==> src/rtl/alu_op_scheduler.sv <==
// alu_op_scheduler: round-robin sharing of one ALU between control unit (port 0) and fetch path (port 1).
// Define DIV_ZERO_CHECK_EN to short-circuit divide-by-zero with err=1 and an all-ones result.
module alu_op_scheduler #(
    parameter int BASIC_LAT = 2,
    parameter int MUL_LAT   = 3,
    parameter int DIV_LAT   = 4
) (
    input  logic        Clk,
    input  logic        Clear,
    input  logic [1:0]  req,
    input  logic [3:0]  op0,
    input  logic [31:0] a0,
    input  logic [31:0] b0,
    input  logic [3:0]  op1,
    input  logic [31:0] a1,
    input  logic [31:0] b1,
    output logic [1:0]  grant,
    output logic [1:0]  done,
    output logic        err,
    output logic [63:0] result,
    output logic        busy,
    output logic [31:0] alu_reg1,
    output logic [31:0] alu_reg2,
    output logic [3:0]  alu_control,
    output logic        alu_inc_pc,
    input  logic [63:0] alu_z
);
    typedef enum logic [1:0] {IDLE, WAIT, DONE} state_t;
    state_t      state_q, state_d;
    logic [7:0]  cnt_q, cnt_d;
    logic        ptr_q, ptr_d, win_q, win_d, ill_q, ill_d, dz_q, dz_d;
    logic [1:0]  grant_q, grant_d, done_q, done_d;
    logic        err_q, err_d, inc_q, inc_d;
    logic [63:0] result_q, result_d;
    logic [31:0] reg1_q, reg1_d, reg2_q, reg2_d;
    logic [3:0]  ctrl_q, ctrl_d;
    logic        sel, illegal, dz;
    logic [3:0]  sel_op;
    logic [31:0] sel_a, sel_b;

    always_comb begin
        sel     = (req == 2'b11) ? ~ptr_q : req[1];
        sel_op  = sel ? op1 : op0;
        sel_a   = sel ? a1 : a0;
        sel_b   = sel ? b1 : b0;
        illegal = sel_op > 4'd12;
`ifdef DIV_ZERO_CHECK_EN
        dz      = (sel_op == 4'd0) && (sel_b == 32'd0);
`else
        dz      = 1'b0;
`endif
        state_d  = state_q;
        cnt_d    = cnt_q;
        ptr_d    = ptr_q;
        win_d    = win_q;
        ill_d    = ill_q;
        dz_d     = dz_q;
        grant_d  = 2'b00;
        done_d   = 2'b00;
        err_d    = 1'b0;
        result_d = result_q;
        reg1_d   = reg1_q;
        reg2_d   = reg2_q;
        ctrl_d   = ctrl_q;
        inc_d    = inc_q;
        case (state_q)
            IDLE: if (|req) begin
                state_d = WAIT;
                win_d   = sel;
                ptr_d   = sel;
                grant_d = sel ? 2'b10 : 2'b01;
                ill_d   = illegal;
                dz_d    = dz;
                cnt_d   = (illegal || dz)    ? 8'd1 :
                          (sel_op == 4'd0)   ? 8'(DIV_LAT) :
                          (sel_op == 4'd1)   ? 8'(MUL_LAT) : 8'(BASIC_LAT);
                // rejected ops never reach the ALU, so its drive stays as it was
                if (!(illegal || dz)) begin
                    reg1_d = sel_a;
                    reg2_d = sel_b;
                    ctrl_d = (sel_op == 4'd12) ? 4'd2 : sel_op;
                    inc_d  = sel_op == 4'd12;
                end
            end
            WAIT: if (cnt_q > 8'd1) begin
                cnt_d = cnt_q - 8'd1;
            end else begin
                cnt_d    = 8'd0;
                state_d  = DONE;
                done_d   = win_q ? 2'b10 : 2'b01;
                err_d    = ill_q | dz_q;
                result_d = ill_q ? 64'd0 : dz_q ? '1 : alu_z;
            end
            DONE: state_d = IDLE;
            default: state_d = IDLE;
        endcase
    end

    always_ff @(posedge Clk or negedge Clear) begin
        if (!Clear) begin
            state_q  <= IDLE;
            cnt_q    <= 8'd0;
            ptr_q    <= 1'b1;
            win_q    <= 1'b0;
            ill_q    <= 1'b0;
            dz_q     <= 1'b0;
            grant_q  <= 2'b00;
            done_q   <= 2'b00;
            err_q    <= 1'b0;
            result_q <= 64'd0;
            reg1_q   <= 32'd0;
            reg2_q   <= 32'd0;
            ctrl_q   <= 4'd0;
            inc_q    <= 1'b0;
        end else begin
            state_q  <= state_d;
            cnt_q    <= cnt_d;
            ptr_q    <= ptr_d;
            win_q    <= win_d;
            ill_q    <= ill_d;
            dz_q     <= dz_d;
            grant_q  <= grant_d;
            done_q   <= done_d;
            err_q    <= err_d;
            result_q <= result_d;
            reg1_q   <= reg1_d;
            reg2_q   <= reg2_d;
            ctrl_q   <= ctrl_d;
            inc_q    <= inc_d;
        end
    end

    assign grant       = grant_q;
    assign done        = done_q;
    assign err         = err_q;
    assign result      = result_q;
    assign busy        = state_q != IDLE;
    assign alu_reg1    = reg1_q;
    assign alu_reg2    = reg2_q;
    assign alu_control = ctrl_q;
    assign alu_inc_pc  = inc_q;
endmodule

==> config.mk <==
export PLATFORM = sky130hd
export DESIGN_NAME = alu_op_scheduler
export DESIGN_NICKNAME = d
export VERILOG_FILES = /design/src/rtl/alu_op_scheduler.sv
export SDC_FILE = /design/constraint.sdc
export NUM_CORES = 1
export LEC_CHECK = 0
export CAP_MARGIN = 20
export CELL_PAD_IN_SITES_DETAIL_PLACEMENT = 2
export CELL_PAD_IN_SITES_GLOBAL_PLACEMENT = 2
export CORE_ASPECT_RATIO = 0.8
export CORE_UTILIZATION = 27
export DETAILED_ROUTE_END_ITERATION = 7
export PLACE_DENSITY_LB_ADDON = 0.1
export SLEW_MARGIN = 20
export SYNTH_ARGS = -nofsm -noshare
export SYNTH_HDL_FRONTEND = slang
export SYNTH_SLANG_ARGS = --single-unit
==> constraint.sdc <==
create_clock -name Clk -period 5.3 [get_ports Clk]
set_input_delay 1.06 -clock Clk [delete_from_list [all_inputs] [get_ports Clk]]
set_output_delay 1.06 -clock Clk [all_outputs]
set_load 0.01 [all_outputs]
* After elaboration in Yosys (flattened, before gate mapping) *
Index checks and enable logic that the tools add are counted.

storage, ports and cells
  bits in registers = 151
  input bits = 204
  output and inout port bits = 139
  word-level logic and storage cells = 58

cells by class
  $add $sub $neg = 1
  $lt $le $gt $ge = 2
  equality and inequality tests = 6
  multiplexer cells = 23
  bitwise logic cells = 3
  reductions and logical operators = 10

operators with widths
  kind                                                 count
  two-way mux 32 bit                                   2
  two-way mux 64 bit                                   1
  two-way mux 2 bit                                    8
  two-way mux 8 bit                                    2
  case mux 8 bit (2 select lines)                      1
  > comparator 8 x 1 -> 1 bit (second input constant)  1
  two-way mux 4 bit                                    2
  AND reduction 2 bit                                  4
  subtractor 8 x 1 -> 8 bit (second input constant)    1
  two-way mux 3 bit                                    2
  == test 4 x 1 -> 1 bit (second input constant)       1
  == test 4 bit (second input constant)                1
  > comparator 4 bit (second input constant)           1
  zero test 4 bit                                      1
  two-way mux 1 bit                                    4
  inequality test 2 bit (second input constant)        2
  case mux 2 bit (2 select lines)                      1
  nonzero test 2 bit                                   2
  NOT 1 bit                                            3
  AND reduction 3 bit                                  1
  == test 2 x 1 -> 1 bit (second input constant)       1
  == test 2 bit (second input constant)                1
  zero test 2 bit                                      1
  OR reduction 2 bit                                   1

* Depth between registers and ports, before layout *
Gate-level depths: netlist of run 1.

  word-level depth = 9
  mapped depth = 8
  mapped depth without buffers = 6

* Worst setup path after synthesis of run 1 *
No wires, ideal clock.

  kind = input-to-reg
  from = input req[1]
  to = register reg1_q[14] (netlist: alu_reg1[14])
  library setup time = 125 ps
  arrival time = 2376 ps
  required time = 5175 ps
  path slack = 2799 ps
  stages = 6
  buffers on the path = 2
  path through = a21boi_2 -> mux2i_1 -> nor2_1 -> buf_2 -> buf_4 -> mux2_2

between the ends
  cells in the longest elaborated chain, start to end = 6
  elaborated cells on any way between the ends = 8
  those cells by class = 1 x order compare; 1 x eq/ne; 3 x mux; 1 x bitwise; 2 x reduce/logical

RTL lines
  element                               RTL line  RTL
  start, declared                       10        input logic [1:0] req,
  == test 2 bit                         42        sel = (req == 2'b11) ? ~ptr_q : req[1];
  two-way mux 1 bit                     42
  two-way mux 4 bit                     43        sel_op = sel ? op1 : op0;
  > comparator 4 bit                    46        illegal = sel_op > 4'd12;
  NOT 1 bit (no source line)            --
  AND reduction 3 bit (no source line)  --
  end signal, assigned                  126       reg1_q <= reg1_d;
  end, declared                         35        logic [31:0] reg1_q, reg1_d, reg2_q, reg2_d;

Parallel ways exist; a longest one is shown, timed or not.
A chain may end at the register's enable or synchronous reset.

* Worst setup path in the final report of run 1 *
  from = input req[1]
  to = register reg2_q[21] (netlist: alu_reg2[21])

between the ends
  cells in the longest elaborated chain, start to end = 6
  elaborated cells on any way between the ends = 8
  those cells by class = 1 x order compare; 1 x eq/ne; 3 x mux; 1 x bitwise; 2 x reduce/logical

RTL lines
  element                               RTL line  RTL
  == test 2 bit                         42
  two-way mux 1 bit                     42
  two-way mux 4 bit                     43
  > comparator 4 bit                    46
  NOT 1 bit (no source line)            --
  AND reduction 3 bit (no source line)  --
  end signal, assigned                  127       reg2_q <= reg2_d;
  end, declared                         35

Parallel ways exist; a longest one is shown, timed or not.

==> results_dict.tcl, run 1 <==
set metrics [dict create \
    post-route-period-util_pct 59.62 \
    cp-end-kind "flip-flop" \
    cts_sinks 151 \
    synth_fa_ha_area_share_pct 0.3500 \
    vias 5554 \
    yosys_register_bits 151 \
    critical_path_class "in2reg" \
    path_clk_slew_ns 0.07 \
    worst_slack_ns 2.140 \
    start_util_pct 27.89 \
    start_kind "primary input" \
    cts-root-buf "clkbuf_16" \
    synth_xor_xnor_area_share_pct 0.2450 \
    outcome "finished clean" \
    drt-initial-drc-count 124 \
    nFillCells 2607 \
    synthCells 529 \
    synthToLayoutAreaGrowth_pct 60.80 \
    async_flop_share_pct 100.0 \
    dp_hpwl_um 19090 \
    drv_slew 0 \
    synth_area_leaders "dfrtp_1, mux2_2, nor2b_1" \
    syn_nets 735 \
    ys_types 47 \
    synth.top_cell.area_share_pct 52.49 \
    finalNetCount 1073 \
    cts-buffers-inserted 17 \
    layout.cells.non_filler 1234 \
    grt_pass1_vias 6599 \
    grt_max_degree 79 \
    synth_top_family_by_area "multiplexers" \
    yosys.area_share.simple_pct 9.326 \
    ctsResizeCount 0 \
    finClkSkew_ns 0.01234 \
    clock_path_buffers 2 \
    min_path_type "reg2reg" \
    post-route-min-period_ns 3.160 \
    clock.fmax_mhz 316.5 \
    synth.largest_area_cell "dfrtp_1" \
    rows 52 \
    die-area_um2 27140 \
    die_h_um 147.6 \
    total_leakage_power_nw 4.831 \
    fin_setup_tns_ns 0 \
    ir_drop_uv 234.1 \
    place_congestion 0.7886 \
    track_usage_pct 19.50 \
    ys.warnings.count 0 \
    cts_max_level 4 \
    slew_headroom_pct 29.58 \
    powerDensity_nw_per_um2 518.1 \
    syn_area_um2 7151 \
    fin_util_pct 44.86 \
    ios 343 \
    synth_edf_count 0 \
    fp.dieW_um 183.9 \
    synthMuxAreaShare_pct 31.39 \
    cts_setup_buffers 0 \
    layout-drive-gt1-share_pct 26.93 \
    final_common_cell "clkdlybuf4s50_1" \
    mostFrequentLayoutCells "clkdlybuf4s50_1, mux2_2, dfrtp_1" \
    crit_fanout 59 \
    ctsHoldBuffers 0 \
    ant_nets 0 \
    hold_ws_ns 0.4903 \
    r2r_start "cnt_q[1]" \
    hold_viol_final 0 \
    setup_viol 0 \
    grt_overflow 0 \
    clkLatencyLatePin_ns 0.44 \
    worstHoldStart "win_q" \
    pre_cts_slack_ns 1.631 \
    drt-total-wl_um 25650 \
    yosysSeqAreaShare_pct 52.86 \
    crit_start "req[1]" \
    drc 0 \
    dr.pass1.iters 4 \
    viasPerCell 4.501 \
    synth-main-ff-cell "dfrtp_1" \
    synth_compound_area_share_pct 2.870 \
    antenna_found_initial 6 \
    core_area_um2 25630 \
    rsz0062_at_grt "no" \
    arrival_ns 3.48 \
    cap_viol_max_count 0 \
    required_ns 5.62 \
    grt_first_pass_wirelength_um 39440 \
    wl_per_cell_um 20.78 \
    dp_cells 1199 \
    cts_tree "yes" \
    timing_worst_slew_pin_value_ns 1.056 \
    syn_area_per_cell_um2 13.52 \
    portBuffers 342 \
]
through the flow:
stage	instance area, um^2	power, W
4_1_cts	11490	0.006071
3_3_place_gp	10890	0.004611
6_report	11500	0.005957
5_1_grt	11500	0.006305
2_1_floorplan	7151	0.003231
3_5_place_dp	10890	0.004734
synth_stat cells (2+ instances only):
| cell type | number |
|---|---|
| buf_4 | 4 |
| nor2b_1 | 65 |
| and2_1 | 3 |
| ha_1 | 2 |
| o211ai_1 | 3 |
| nor4_1 | 3 |
| a21o_1 | 3 |
| a31oi_1 | 4 |
| nand2b_1 | 2 |
| buf_6 | 3 |
| mux2i_1 | 3 |
| dfrtp_1 | 150 |
| nor2_1 | 15 |
| mux2_4 | 5 |
| buf_2 | 8 |
| buf_12 | 2 |
| o21ai_0 | 6 |
| nand3_1 | 2 |
| nand2_1 | 7 |
| nor3_1 | 5 |
| mux2_2 | 190 |
| inv_1 | 5 |
| a21oi_1 | 3 |
| clkbuf_1 | 13 |
per-layer routing:
metal	share of wire, %	vias to the layer above	track usage (%)
li1	-	2543	-
met1	38	2809	20.90
met2	53	176	34.91
met3	8.0	24	7.613
met4	1.4	2	6.458
met5	0.051	-	0
state kept, by name, indices dropped and copies added, names as in the netlist, 2 cells and up:
name,flops
result,64
alu_reg1,32
alu_reg2,32
cnt_q,8
alu_control,4
done,2
grant,2
state_q,2
path summary, 6_finish.rpt:
kind / end / slack (ns) / cells after the start
max reg2reg: result[43] / 2.21 / 7
min reg2reg: done[0] / 0.49 / 1
max in group asynchronous: ill_q / 3.44 / 2
max: alu_reg2[21] / 2.14 / 6
min: done[0] / 0.49 / 1
min in group asynchronous: alu_reg1[19] / 0.63 / 1
layout make-up:
cell class              instances  area, um^2  area share [%]
inverters                       5       18.77          0.1632
clock buffers                  22       444.2           3.863
multi-input cells             343        3174           27.61
diodes                          3       7.507         0.06529
well taps                     351       439.2           3.819
clock inverters                10       156.4           1.360
repair buffers                349        3477           30.24
flip-flops and latches        151        3781           32.88
kinds of logic (layout without fill, tap and decap cells):
| group | after synthesis | count (layout) |
|---|---|---|
| other | 0 | 3 |
| and+or+nand+nor | 112 | 112 |
| xor gates and xnor gates | 2 | 2 |
| adders and majority gates | 2 | 2 |
| muxes | 198 | 198 |
| buffers and inverters | 35 | 386 |
| DFF | 151 | 151 |
| AOI/OAI and AO/OA | 29 | 29 |
where the power goes:
| group | switching (W) | internal (W) |
|---|---|---|
| sequential | 0.000302 | 0.00166 |
| combinational | 0.00116 | 0.00156 |
| clock | 0.000497 | 0.000786 |
worst max-delay path, stage by stage:
cell             delay [ns]
clkdlybuf4s50_1        0.51
a21boi_4               0.23
mux2i_1                0.18
nor2_4                 0.30
buf_4                  0.70
mux2_2                 0.43
No activity file was read; power rests on OpenSTA's default activity.
==> run 2, diff against run 1 <==
--- a/config.mk
+++ b/config.mk
@@ -9,7 +9,7 @@
 export CELL_PAD_IN_SITES_DETAIL_PLACEMENT = 2
 export CELL_PAD_IN_SITES_GLOBAL_PLACEMENT = 2
 export CORE_ASPECT_RATIO = 0.8
-export CORE_UTILIZATION = 27
+export CORE_UTILIZATION = 23
 export DETAILED_ROUTE_END_ITERATION = 7
 export PLACE_DENSITY_LB_ADDON = 0.1
 export SLEW_MARGIN = 20
==> constraint.sdc (replaced) <==
create_clock -name Clk -period 2.9 [get_ports Clk]
set_input_delay 0.58 -clock Clk [delete_from_list [all_inputs] [get_ports Clk]]
set_output_delay 0.58 -clock Clk [all_outputs]
set_load 0.01 [all_outputs]
==> run 2 against run 1 <==
  * Clock power rose by 79%
  * Utilization fell by 6.3 points
  * Worst hold slack got worse by 0.35 ns
  * Sequential power rose by 86%
  * Power rose by 82%
  * Register-to-register slack got worse by 1.7 ns
  * Non-clock buffer count rose by 11
  * Via count barely moved
==> results_dict.tcl, run 2 (same netlist as run 1, synthesis figures left out) <==
set metrics [dict create \
    clock.fmax_mhz 419.3 \
    seq_area_um2 3781 \
    critPathBufInv 2 \
    dp_hpwl_um 19390 \
    multi_input_area_um2 3174 \
    path_cells "inv_1 -> ha_1 -> nor2_1 -> or4_4 -> nor2_8 -> buf_4 -> mux2_2" \
    fin_area_um2 11740 \
    rows 57 \
    cts-buffers-inserted 17 \
    antenna_found_initial 2 \
    path_clk_slew_ns 0.06 \
    start_kind "flip-flop" \
    critPathMaxStageDelay_ns 0.53 \
    reg2regPathDepth 7 \
    finalNetCount 1084 \
    synthToLayoutAreaGrowth_pct 64.11 \
    finalPower_w 0.01087 \
    cts_tree "yes" \
    cp-end-kind "flip-flop" \
    ctsHoldBuffers 0 \
    cts-root-buf "clkbuf_16" \
    arrival_ns 2.69 \
    dr.pass1.iters 4 \
    min_path_type "in2async" \
    clkLatencyLatePin_ns 0.43 \
    ir_drop_uv 397.5 \
    layout-drive-gt1-share_pct 28.20 \
    post-route-min-period_ns 2.385 \
    grt_use_met1_pct 17.85 \
    crit_fanout 10 \
    setup_viol 0 \
    mostFrequentLayoutCells "clkdlybuf4s50_1, mux2_2, dfrtp_1" \
    post-route-period-util_pct 82.24 \
    nFillCells 3140 \
    drt-total-wl_um 25410 \
    powerDensity_nw_per_um2 925.9 \
    hold_viol_final 0 \
    cts_max_level 4 \
    layout.cells.non_filler 1304 \
    rsz0062_at_grt "no" \
    drv_slew 0 \
    vias 5556 \
    grt_first_pass_wirelength_um 39300 \
    finClkSkew_ns 0.01495 \
    final_common_cell "clkdlybuf4s50_1" \
    dp_cells 1272 \
    slew_headroom_pct 50.84 \
    portBuffers 342 \
    cts_setup_buffers 0 \
    total_leakage_power_nw 4.908 \
    place_congestion 0.7660 \
    critical_path_class "reg2reg" \
    start_util_pct 23.48 \
    grt_pass1_vias 6678 \
    grtUsageMet2_pct 29.49 \
    grt_overflow 0 \
    outcome "finished clean" \
    wl_per_cell_um 19.49 \
    fp.dieW_um 199.1 \
    timing_worst_slew_pin_value_ns 0.7374 \
    crit_cells 7 \
    hold_ws_ns 0.1362 \
    slowest_stage "or4_4" \
    die_h_um 159.7 \
    critical-path-top-delay-family "simple AND/OR/NAND/NOR gates" \
    fin_setup_tns_ns 0 \
    required_ns 3.20 \
    cts_sinks 151 \
    track_usage_pct 16.43 \
    grt_most_used_layer "met2" \
    grt_max_degree 76 \
    viasPerCell 4.261 \
    largest_reg_flops 64 \
    die-area_um2 31800 \
    ios 343 \
    cap_viol_max_count 0 \
    drc 0 \
    drt-initial-drc-count 91 \
    grt_use_met3_pct 6.336 \
    ant_nets 0 \
    dpl_cell_area_um2 11140 \
    clock_path_buffers 2 \
    core_area_um2 30450 \
    ctsResizeCount 0 \
]
==> run 2: final cells by class <==
| cell class | instances | area share (%) |
|---|---|---|
| clock buffers | 19 | 3.774 |
| clock inverters | 12 | 1.290 |
| flip-flops and latches | 151 | 32.22 |
| repair buffers | 360 | 31.08 |
| well taps | 413 | 4.403 |
| diodes | 1 | 0.02132 |
| inverters | 5 | 0.1599 |
| multi-input cells | 343 | 27.05 |
==> run 2: power by group <==
part,switching [W],internal [W]
registers,0.000622,0.00303
logic,0.00199,0.00294
clock network,0.000919,0.00137
total,0.00353,0.00734
==> run 2: through the flow <==
step                util (%)  setup slack (ns)
finish                 38.53            0.5151
global route           38.53            0.3798
CTS                    38.53            0.5055
detailed placement     36.58            0.3202
global placement       36.58            0.3784
floorplan                  -            0.7895
==> run 2: per-layer routing <==
metal  wire, um  vias to the layer above
li1           -                     2561
met4        311                        0
met1       9705                     2840
met5          0                        -
met3       1840                       16
met2      13550                      139
==> run 2: path summary, 6_finish.rpt <==
path	startpoint	to	slack (ns)
min in group Clk	alu_reg2[27]	alu_reg2[27]	0.51
setup / recovery	cnt_q[0]	result[16]	0.52
hold / removal	Clear	result[29]	0.14
max in group asynchronous	Clear	alu_reg1[0]	1.98
hold reg to reg	alu_reg2[27]	alu_reg2[27]	0.51
setup reg to reg	cnt_q[0]	result[16]	0.52
==> run 2: worst register-to-register path, delay by kind of cell, from the launching register on <==
family	cells	cell delay, ns
adders and majority gates	1	0.28
buffers and inverters	2	0.33
DFF	1	0.45
muxes	1	0.36
and+or+nand+nor	3	0.85
==> run 3, diff against run 2 <==
--- a/config.mk
+++ b/config.mk
@@ -9,7 +9,7 @@
 export CELL_PAD_IN_SITES_DETAIL_PLACEMENT = 2
 export CELL_PAD_IN_SITES_GLOBAL_PLACEMENT = 2
 export CORE_ASPECT_RATIO = 0.8
-export CORE_UTILIZATION = 23
+export CORE_UTILIZATION = 25
 export DETAILED_ROUTE_END_ITERATION = 7
 export PLACE_DENSITY_LB_ADDON = 0.1
 export SLEW_MARGIN = 20
==> constraint.sdc (replaced) <==
create_clock -name Clk -period 2.4 [get_ports Clk]
set_input_delay 0.48 -clock Clk [delete_from_list [all_inputs] [get_ports Clk]]
set_output_delay 0.48 -clock Clk [all_outputs]
set_load 0.01 [all_outputs]
==> run 3 against run 2 <==
  * Final area is 1.1% higher
  * Utilization is 4.3 points higher
  * Sequential share of layout area shrank 0.34 points
  * Clock power is 24% higher
  * First-iteration DRC count grew 49%
  * Sequential power rose by 19%
  * Flip-flop and latch count did not move
  * Worst hold slack improved by 0.35 ns
==> results_dict.tcl, run 3 (same netlist as run 1, synthesis figures left out) <==
set metrics [dict create \
    ant_nets 0 \
    ios 343 \
    vias 5712 \
    cts_max_level 4 \
    nFillCells 2788 \
    start_util_pct 25.81 \
    viasPerCell 4.494 \
    worst_slack_ns 0.1266 \
    reg2regPathDepth 7 \
    antenna_cells 0 \
    path_clk_slew_ns 0.06 \
    rows 54 \
    cts-root-buf "clkbuf_16" \
    wl_per_cell_um 20.61 \
    final_common_cell "clkdlybuf4s50_1" \
    fin_area_um2 11860 \
    drv_slew 0 \
    core_area_um2 27700 \
    start_kind "flip-flop" \
    place_congestion 0.7768 \
    drc 0 \
    finClkSkew_ns 0.01010 \
    grt_overflow 0 \
    min_path_type "reg2reg" \
    seq_area_um2 3781 \
    portBuffers 342 \
    drt-total-wl_um 26190 \
    worstReg2RegEnd "result[41]" \
    hold_path_end "done[0]" \
    timing_worst_slew_pin_value_ns 0.4900 \
    post-route-min-period_ns 2.273 \
    critical_path_class "reg2reg" \
    cts-buffers-inserted 17 \
    grt_max_degree 57 \
    track_usage_pct 18.55 \
    rsz0062_at_grt "no" \
    clkLatencyLatePin_ns 0.44 \
    dp_hpwl_um 20080 \
    clock.fmax_mhz 439.9 \
    cts_tree "yes" \
    drt-initial-drc-count 136 \
    post-route-period-util_pct 94.73 \
    die-area_um2 29290 \
    outcome "finished clean" \
    finalNetCount 1100 \
    hold_viol_final 0 \
    ir_drop_uv 501.8 \
    cp-end-kind "flip-flop" \
    dpl_cell_area_um2 11240 \
    rrSetupSlack_ns 0.13 \
    powerDensity_nw_per_um2 1129 \
    fp.dieW_um 191.1 \
    synthToLayoutAreaGrowth_pct 65.88 \
    arrival_ns 2.58 \
    antenna_found_initial 1 \
    worstHoldStart "win_q" \
    clock_path_buffers 2 \
    dr.pass1.iters 4 \
    cap_viol_max_count 0 \
    largest_reg_flops 64 \
    crit_fanout 21 \
    mostFrequentLayoutCells "clkdlybuf4s50_1, mux2_2, dfrtp_1" \
    r2r_start "cnt_q[0]" \
    pre_cts_slack_ns -0.03308 \
    whs_path_depth 1 \
    cts_sinks 151 \
    multi_input_area_um2 3174 \
    grt_pass1_vias 6782 \
    grt_first_pass_wirelength_um 40670 \
    total_leakage_power_nw 5.012 \
    required_ns 2.71 \
    cts_setup_buffers 0 \
    setup_viol 0 \
    layout-drive-gt1-share_pct 29.11 \
    slew_headroom_pct 67.34 \
    die_h_um 153.3 \
]
-- run 3: changes by cell type in the layout (fill, tap and decap cells not counted) --
cell and change:
diode_2 -1, buf_12 +4, buf_4 +11, clkinvlp_4 -1
clkinv_4 -2, clkbuf_1 +3, clkinv_2 -2, clkbuf_8 +3
dlygate4sd3_1 +1
-- run 3: worst max-delay path, cell delays in order, from the launching register on --
cell     delay (ns)
dfrtp_1        0.45
inv_1          0.09
ha_1           0.19
nor2_1         0.10
or4_4          0.54
nor2_8         0.20
buf_12         0.21
mux2_2         0.35
-- run 3: per-layer routing --
layer | GRT usage [%] | up-vias | routed length (um)
met3 | 7.922 | 27 | 2225
met4 | 5.820 | 0 | 497
met1 | 19.84 | 2910 | 9709
met2 | 32.73 | 177 | 13760
met5 | 0 | - | 0
li1 | - | 2598 | -
-- run 3: cell type report --
type	count	share of cell area, %
Clock buffer	25	4.177
Clock inverter	7	0.9810
Inverter	5	0.1582
Multi-Input combinational cell	343	26.76
Sequential cell	151	31.88
Tap cell	364	3.840
Timing Repair Buffer	376	32.20
-- run 3: how the worst max path moves through the flow --
stage / from / end / slack (ns) / cells past startpoint
6_report: cnt_q[0] / result[41] / 0.13 / 7
5_1_grt: cnt_q[0] / result[41] / 0.05 / 7
4_1_cts: cnt_q[0] / result[54] / 0.13 / 7
3_5_place_dp: req[1] / alu_reg1[11] / -0.03 / 6
3_3_place_gp: req[1] / alu_reg2[20] / 0.02 / 6
2_1_floorplan: cnt_q[0] / result[1] / 0.29 / 8
-- run 3: repair_timing --
action	CTS	global route
endpoints found under the hold margin	29	0
resized for setup	0	0
hold buffers	1	0
-- run 3: through the flow --
step                util [%]  instances  hold slack, ns  power (W)  TNS (ns)
floorplan                  -        529          0.1844   0.007136         0
global placement       40.57       1238          0.4176    0.01041         0
detailed placement     40.57       1238          0.4160    0.01067   -0.7052
CTS                    42.82       1271          0.4874    0.01368         0
global route           42.82       1271          0.5107    0.01422         0
finish                 42.82       1271          0.4859    0.01339         0
-- run 3: power breakdown --
| group | total (W) | switching (W) | leakage [nW] | internal [W] |
|---|---|---|---|---|
| logic | 0.00618 | 0.00254 | 2.73 | 0.00364 |
| registers | 0.00436 | 0.000698 | 1.98 | 0.00366 |
| clock network | 0.00285 | 0.00110 | 0.298 | 0.00175 |
| total | 0.0134 | 0.00434 | 5.01 | 0.00905 |
